==> config.mk <==
export PLATFORM = sky130hd
export DESIGN_NAME = cache_bank_arbiter
export DESIGN_NICKNAME = d
export VERILOG_FILES = /design/src/rtl/cache_bank_arbiter_pkg.sv /design/src/rtl/cache_bank_arbiter_rr.sv /design/src/rtl/cache_bank_arbiter.sv
export SDC_FILE = /design/constraint.sdc
export NUM_CORES = 1
export LEC_CHECK = 0
export BUFFER_PORTS_ARGS = -buffer_cell sky130_fd_sc_hd__buf_2
export CAP_MARGIN = 15
export CELL_PAD_IN_SITES_DETAIL_PLACEMENT = 1
export CELL_PAD_IN_SITES_GLOBAL_PLACEMENT = 2
export CORE_MARGIN = 2
export CORE_UTILIZATION = 30
export CTS_CLUSTER_SIZE = 12
export DETAILED_ROUTE_END_ITERATION = 6
export PLACE_DENSITY_LB_ADDON = 0.1
export SYNTH_ARGS = -nofsm -noshare
export SYNTH_HDL_FRONTEND = slang
export SYNTH_SLANG_ARGS = --single-unit
==> constraint.sdc <==
create_clock -name clk -period 2.8 [get_ports clk]
set_input_delay 0.14 -clock clk [delete_from_list [all_inputs] [get_ports clk]]
set_output_delay 0.14 -clock clk [all_outputs]
set_load 0.02 [all_outputs]
==> src/rtl/cache_bank_arbiter_pkg.sv <==
// Shared types and defaults for the cache bank arbiter.
package cache_arb_pkg;

  localparam int NUM_CH_DEF   = 3;
  localparam int NUM_BANK_DEF = 4;
  localparam int OP_W_DEF     = 2;

  // Context fields are sized for the widest supported build (OP_W <= 8, NUM_CH <= 4).
  // Each instance slices them down to its own widths.
  localparam int OP_W_MAX = 8;
  localparam int CH_W_MAX = 2;

  typedef enum logic [1:0] {
    IDLE  = 2'd0,
    ISSUE = 2'd1,
    WAIT  = 2'd2,
    RESP  = 2'd3
  } bank_state_e;

  typedef struct packed {
    logic [OP_W_MAX-1:0] op;
    logic [CH_W_MAX-1:0] ch_id;
  } bank_ctx_t;

endpackage

==> src/rtl/cache_bank_arbiter_rr.sv <==
// Round-robin arbiter: search starts at the pointer, and the pointer moves past the winner on a grant.
module rr_arbiter #(
  parameter  int N  = 3,
  localparam int PW = (N > 1) ? $clog2(N) : 1
) (
  input  logic         clk,
  input  logic         rstn,
  input  logic [N-1:0] req,
  input  logic         advance,
  output logic [N-1:0] grant
);

  logic [PW-1:0] ptr_q;
  logic [PW-1:0] win;
  logic [PW-1:0] idx;
  logic          found;

  // First requester at or after the pointer, wrapping at N.
  always_comb begin
    grant = '0;
    win   = '0;
    idx   = '0;
    found = 1'b0;
    for (int i = 0; i < N; i++) begin
      idx = PW'((int'(ptr_q) + i) % N);
      if (!found && req[idx]) begin
        found      = 1'b1;
        grant[idx] = 1'b1;
        win        = idx;
      end
    end
  end

  // On a grant, the pointer moves to the slot after the winner.
  always_ff @(posedge clk or negedge rstn) begin
    if (!rstn) ptr_q <= '0;
    else if (advance && found) ptr_q <= (win == PW'(N - 1)) ? '0 : PW'(win + 1'b1);
  end

endmodule

==> src/rtl/cache_bank_arbiter.sv <==
// Cache bank arbiter: per-bank round-robin grant, then an issue/wait/respond sequence,
// and completion pulses back to the owning channel.
// Optional: define CACHE_BANK_ARB_PERF_EN to add the perf_conflict_cnt stall counter.
module cache_bank_arbiter
  import cache_arb_pkg::*;
#(
  parameter  int NUM_CH   = NUM_CH_DEF,
  parameter  int NUM_BANK = NUM_BANK_DEF,
  parameter  int OP_W     = OP_W_DEF,
  localparam int BANK_W   = $clog2(NUM_BANK),
  localparam int CH_W     = (NUM_CH > 1) ? $clog2(NUM_CH) : 1
) (
  input  logic                               clk,
  input  logic                               rstn,
  input  logic [NUM_CH-1:0]                  ch_req_valid,
  output logic [NUM_CH-1:0]                  ch_req_ready,
  input  logic [NUM_CH-1:0][OP_W-1:0]        ch_req_op,
  input  logic [NUM_CH-1:0][BANK_W-1:0]      ch_req_bank_id,
  output logic [NUM_BANK-1:0]                bank_req_valid,
  input  logic [NUM_BANK-1:0]                bank_req_ready,
  output logic [NUM_BANK-1:0][OP_W-1:0]      bank_req_op,
  output logic [NUM_BANK-1:0][CH_W-1:0]      bank_req_ch_id,
  input  logic [NUM_BANK-1:0]                bank_done,
  output logic [NUM_CH-1:0]                  ch_done,
  output logic [NUM_CH-1:0][BANK_W-1:0]      ch_done_bank_id
`ifdef CACHE_BANK_ARB_PERF_EN
  ,
  output logic [15:0]                        perf_conflict_cnt
`endif
);

  logic [NUM_BANK-1:0][NUM_CH-1:0]   cand;
  logic [NUM_BANK-1:0][NUM_CH-1:0]   grant;
  logic [NUM_BANK-1:0]               idle;
  logic [NUM_BANK-1:0]               resp;
  logic [NUM_BANK-1:0]               resp_sel;
  logic [NUM_BANK-1:0][CH_W_MAX-1:0] resp_ch;

  // Candidates: valid channels aimed at an idle bank. Gated by rstn so ready stays low in reset.
  always_comb begin
    cand = '0;
    for (int b = 0; b < NUM_BANK; b++)
      for (int c = 0; c < NUM_CH; c++)
        cand[b][c] = rstn && ch_req_valid[c] && idle[b] &&
                     (ch_req_bank_id[c] == BANK_W'(b));
  end

  // A channel targets only one bank, so OR-ing the per-bank grants gives at most one ready bit per channel.
  always_comb begin
    ch_req_ready = '0;
    for (int b = 0; b < NUM_BANK; b++) ch_req_ready = ch_req_ready | grant[b];
  end

  // Each channel retires its lowest-numbered responding bank. Other banks wait in RESP.
  always_comb begin
    ch_done         = '0;
    ch_done_bank_id = '0;
    resp_sel        = '0;
    for (int c = 0; c < NUM_CH; c++)
      for (int b = 0; b < NUM_BANK; b++)
        if (!ch_done[c] && resp[b] && resp_ch[b] == CH_W_MAX'(c)) begin
          ch_done[c]         = 1'b1;
          ch_done_bank_id[c] = BANK_W'(b);
          resp_sel[b]        = 1'b1;
        end
  end

  for (genvar b = 0; b < NUM_BANK; b++) begin : g_bank
    bank_state_e state_q;
    bank_ctx_t   ctx_q;
    bank_ctx_t   win_ctx;

    rr_arbiter #(.N(NUM_CH)) u_rr (
      .clk     (clk),
      .rstn    (rstn),
      .req     (cand[b]),
      .advance (|cand[b]),
      .grant   (grant[b])
    );

    // Mux out the winning channel's opcode and index for latching.
    always_comb begin
      win_ctx = '0;
      for (int c = 0; c < NUM_CH; c++)
        if (grant[b][c]) begin
          win_ctx.op    = OP_W_MAX'(ch_req_op[c]);
          win_ctx.ch_id = CH_W_MAX'(c);
        end
    end

    // Bank sequencer: grant -> issue until accepted -> wait for done -> hand back completion.
    always_ff @(posedge clk or negedge rstn) begin
      if (!rstn) begin
        state_q <= IDLE;
        ctx_q   <= '0;
      end else begin
        case (state_q)
          IDLE:    if (|grant[b]) begin
                     ctx_q   <= win_ctx;
                     state_q <= ISSUE;
                   end
          ISSUE:   if (bank_req_ready[b]) state_q <= WAIT;
          WAIT:    if (bank_done[b])      state_q <= RESP;
          RESP:    if (resp_sel[b])       state_q <= IDLE;
          default: state_q <= IDLE;
        endcase
      end
    end

    assign idle[b]           = (state_q == IDLE);
    assign resp[b]           = (state_q == RESP);
    assign resp_ch[b]        = ctx_q.ch_id;
    assign bank_req_valid[b] = (state_q == ISSUE);
    assign bank_req_op[b]    = ctx_q.op[OP_W-1:0];
    assign bank_req_ch_id[b] = ctx_q.ch_id[CH_W-1:0];
  end

`ifdef CACHE_BANK_ARB_PERF_EN
  logic [15:0] perf_q;

  // Count cycles in which some channel is left waiting. The counter saturates instead of wrapping.
  always_ff @(posedge clk or negedge rstn) begin
    if (!rstn) perf_q <= '0;
    else if (|(ch_req_valid & ~ch_req_ready) && perf_q != 16'hFFFF) perf_q <= perf_q + 16'd1;
  end

  assign perf_conflict_cnt = perf_q;
`endif

endmodule

==> flow_metrics.tcl <==
set metrics [dict create \
    place_inst 722 \
    drt_iter0_markers 223 \
    final_area_um2 5157 \
    drtPass1Iterations 4 \
    relSlewSlack_pct 66.73 \
    synth_top_area_cell "dfrtp_1" \
    reg2reg_from "g_bank[1].state_q[0]" \
    portBuffers 56 \
    drive_gt1_share_pct 35.48 \
    r2r-end "g_bank[1].state_q[1]" \
    final-hold-violation-count 0 \
    diodes 0 \
    rsz0062_at_grt "yes" \
    final_util_pct 40.70 \
    syn_area_per_cell_um2 8.257 \
    comb_power_share_pct 73.9 \
    antenna_found_initial 0 \
    min_path_type "in2async" \
    routed_wl_mm 14.39 \
    clock_latency_ns 0.29 \
    die_w_um 118.2 \
    netlist_instances 474 \
    syn_to_final_growth_pct 31.78 \
    path_class "reg2out" \
    worstMarginPinSlew_ns 0.4938 \
    grt_max_degree 29 \
    clkSlewWorstSetupHoldPaths_ns 0.06 \
    fin_crit_sh_pct 96.77 \
    yosys_warnings 0 \
    grt_first_pass_wirelength_mm 22.96 \
    num_rows 41 \
    ys_seq_area_share_pct 20.46 \
    ys_async_sr_fraction_pct 100.0 \
    synth_edf_count 0 \
    postPlaceCellArea_um2 4602 \
    crit_path_end_kind "output port" \
    drc 0 \
    finalSetupViolations 0 \
    die_h_um 118.2 \
    startpoint_type "register" \
    place_congestion 0.9174 \
    io-pin-count 57 \
    numCtsBuffers 5 \
    synth_top_area_share_pct 20.46 \
    vias_per_cell 5.631 \
    design.die.area_um2 13980 \
    finalNonFillerCells 747 \
    fin_ws_ns 0.09047 \
    p_sw_share_pct 48.91 \
    dp_hpwl_mm 11.05 \
    pwr-share-clk_pct 10.3 \
    p_sw_w 0.002793 \
    yosys-top-cells-count "ha_1 (36), inv_1 (36), nand2_1 (36), dfrtp_1 (32), a21oi_1 (29)" \
    power_w 0.005710 \
    yosysUniqueCellTypes 82 \
    htree_levels 2 \
    synthesis.area_um2 3914 \
    clk_path_buf_depth 2 \
    synth_area_leaders "dfrtp_1 (20%), ha_1 (12%), a21oi_1 (3.7%), inv_1 (3.5%), nand2_1 (3.5%)" \
    grt_usage_pct 20.53 \
    pwr-share-seq_pct 15.9 \
    crit_required_ns 2.66 \
    synthFlopType "dfrtp_1" \
    syn_nets 535 \
    vias 4206 \
    grt_pass1_vias 4239 \
    start_util_pct 30.89 \
    cp_data_arrival_time_ns 2.57 \
    tritoncts "built" \
    synth_seq_cells 32 \
    fill_cells 1530 \
    p_int_w 0.002917 \
    place_ws_ns -0.03463 \
    maxSlewViolCount 0 \
    coreArea_um2 12670 \
    fmaxAchievable_ghz 0.3691 \
    root_buffer "clkbuf_16" \
    globalRoute.totalOverflow 0 \
    final.setup_skew_ns 0.005952 \
    cap_violations 0 \
    routedWlPerCell_um 19.27 \
    rrSetupSlack_ns 0.18 \
    p_per_area_nw_per_um2 1107 \
    period_minus_slack_ns 2.710 \
    ant_nets 0 \
    critical_path.max_fanout 6 \
    reg2regPathDepth 10 \
    layout.nets 636 \
    cellLeakagePower_nw 2.255 \
    status "completed" \
    cts_sinks 32 \
    ir_drop_v 0.0005288 \
]
[power groups by stage]
stage          logic, W  registers (W)  clock network, W
2_1_floorplan   0.00244       0.000956                 0
3_3_place_gp    0.00372       0.000892                 0
3_5_place_dp    0.00375       0.000900                 0
4_1_cts         0.00392       0.000892          0.000613
5_1_grt         0.00461       0.000941          0.000638
6_report        0.00422       0.000906          0.000587
[metrics by stage]
stage	setup TNS [ns]	hold WS [ns]
floorplan	0	-0.1556
global placement	0	0.04982
detailed placement	-0.03463	0.05244
CTS	0	0.1223
global route	-0.1242	0.1374
finish	0	0.1095
[flip-flops by register name, indices dropped and copies added, names as in the netlist]
signal,cells
bank_req_ch_id,8
bank_req_op,8
g_bank.state_q,8
g_bank.u_rr.ptr_q,8
[cells in the final DEF (no fill, tap or decap), types with 9 or more instances in the layout]
| master | netlist | routed |
|---|---|---|
| dfrtp_1 | 32 | 32 |
| ha_1 | 36 | 26 |
| buf_4 | 2 | 58 |
| nor2_1 | 22 | 21 |
| inv_2 | 0 | 9 |
| o21ai_0 | 25 | 21 |
| a21oi_1 | 29 | 26 |
| nand3_1 | 16 | 14 |
| inv_1 | 36 | 27 |
| nand2b_1 | 17 | 16 |
| nor3_1 | 12 | 9 |
| nand2_1 | 36 | 34 |
| buf_2 | 5 | 55 |
| nand3b_1 | 15 | 15 |
[layer usage]
metal / track usage, % / wire length (µm) / part of all wire, %
met4: 6.476 / 293 / 2.0
met1: 27.92 / 6860 / 48
met5: 0 / 0 / 0
met3: 3.668 / 581 / 4.0
met2: 32.88 / 6658 / 46
[how the worst max path moves through the flow]
stage / startpoint / endpoint / cells after the start
finish: g_bank[0].u_rr.ptr_q[0] / ch_req_ready[0] / 10
global route: g_bank[3].state_q[0] / ch_req_ready[1] / 10
CTS: g_bank[2].state_q[1] / ch_req_ready[0] / 11
detailed placement: g_bank[1].state_q[1] / g_bank[1].state_q[1] / 9
global placement: g_bank[2].state_q[0] / ch_req_ready[1] / 9
floorplan: g_bank[1].u_rr.ptr_q[0] / g_bank[1].state_q[1] / 10
[area by class of cell]
cell class,count,area [µm²],area share (%)
Multi-Input combinational cell,383,3099,60.09
Sequential cell,32,800.8,15.53
Timing Repair Buffer,117,754.5,14.63
Tap cell,172,215.2,4.173
Clock buffer,7,152.6,2.960
Inverter,36,135.1,2.620
[worst max-delay path, stage by stage (launching register included)]
cell and delay, ns:
dfrtp_1 0.38, inv_1 0.09, ha_2 0.23, buf_4 0.17, inv_2 0.08, o32ai_1 0.10
o311a_1 0.34, a2111oi_4 0.42, buf_4 0.19, nand4_1 0.13, buf_6 0.16
[repair_timing]
item / in CTS / in global routing
endpoints found under the hold margin: 4 / 0
hold buffers: 1 / 0
setup buffers: 6 / 11
pin swaps: 8 / 11
gates resized for setup: 32 / 36
setup endpoints to repair: 4 / 10
[cells by family (layout without fill, tap and decap cells)]
kind of cell             Yosys count  in the layout  share of synthesized area (%)
flip-flops                        32             32                          20.46
AND/OR/NAND/NOR                  177            177                          25.58
AO/OA/AOI/OAI                    154            154                          31.14
buffers and inverters             59            160                          6.777
multiplexers                      12             12                          3.517
adder cells (fa/ha/maj)           40             40                          12.53
Note: power is estimated with default switching activity, not from simulation.
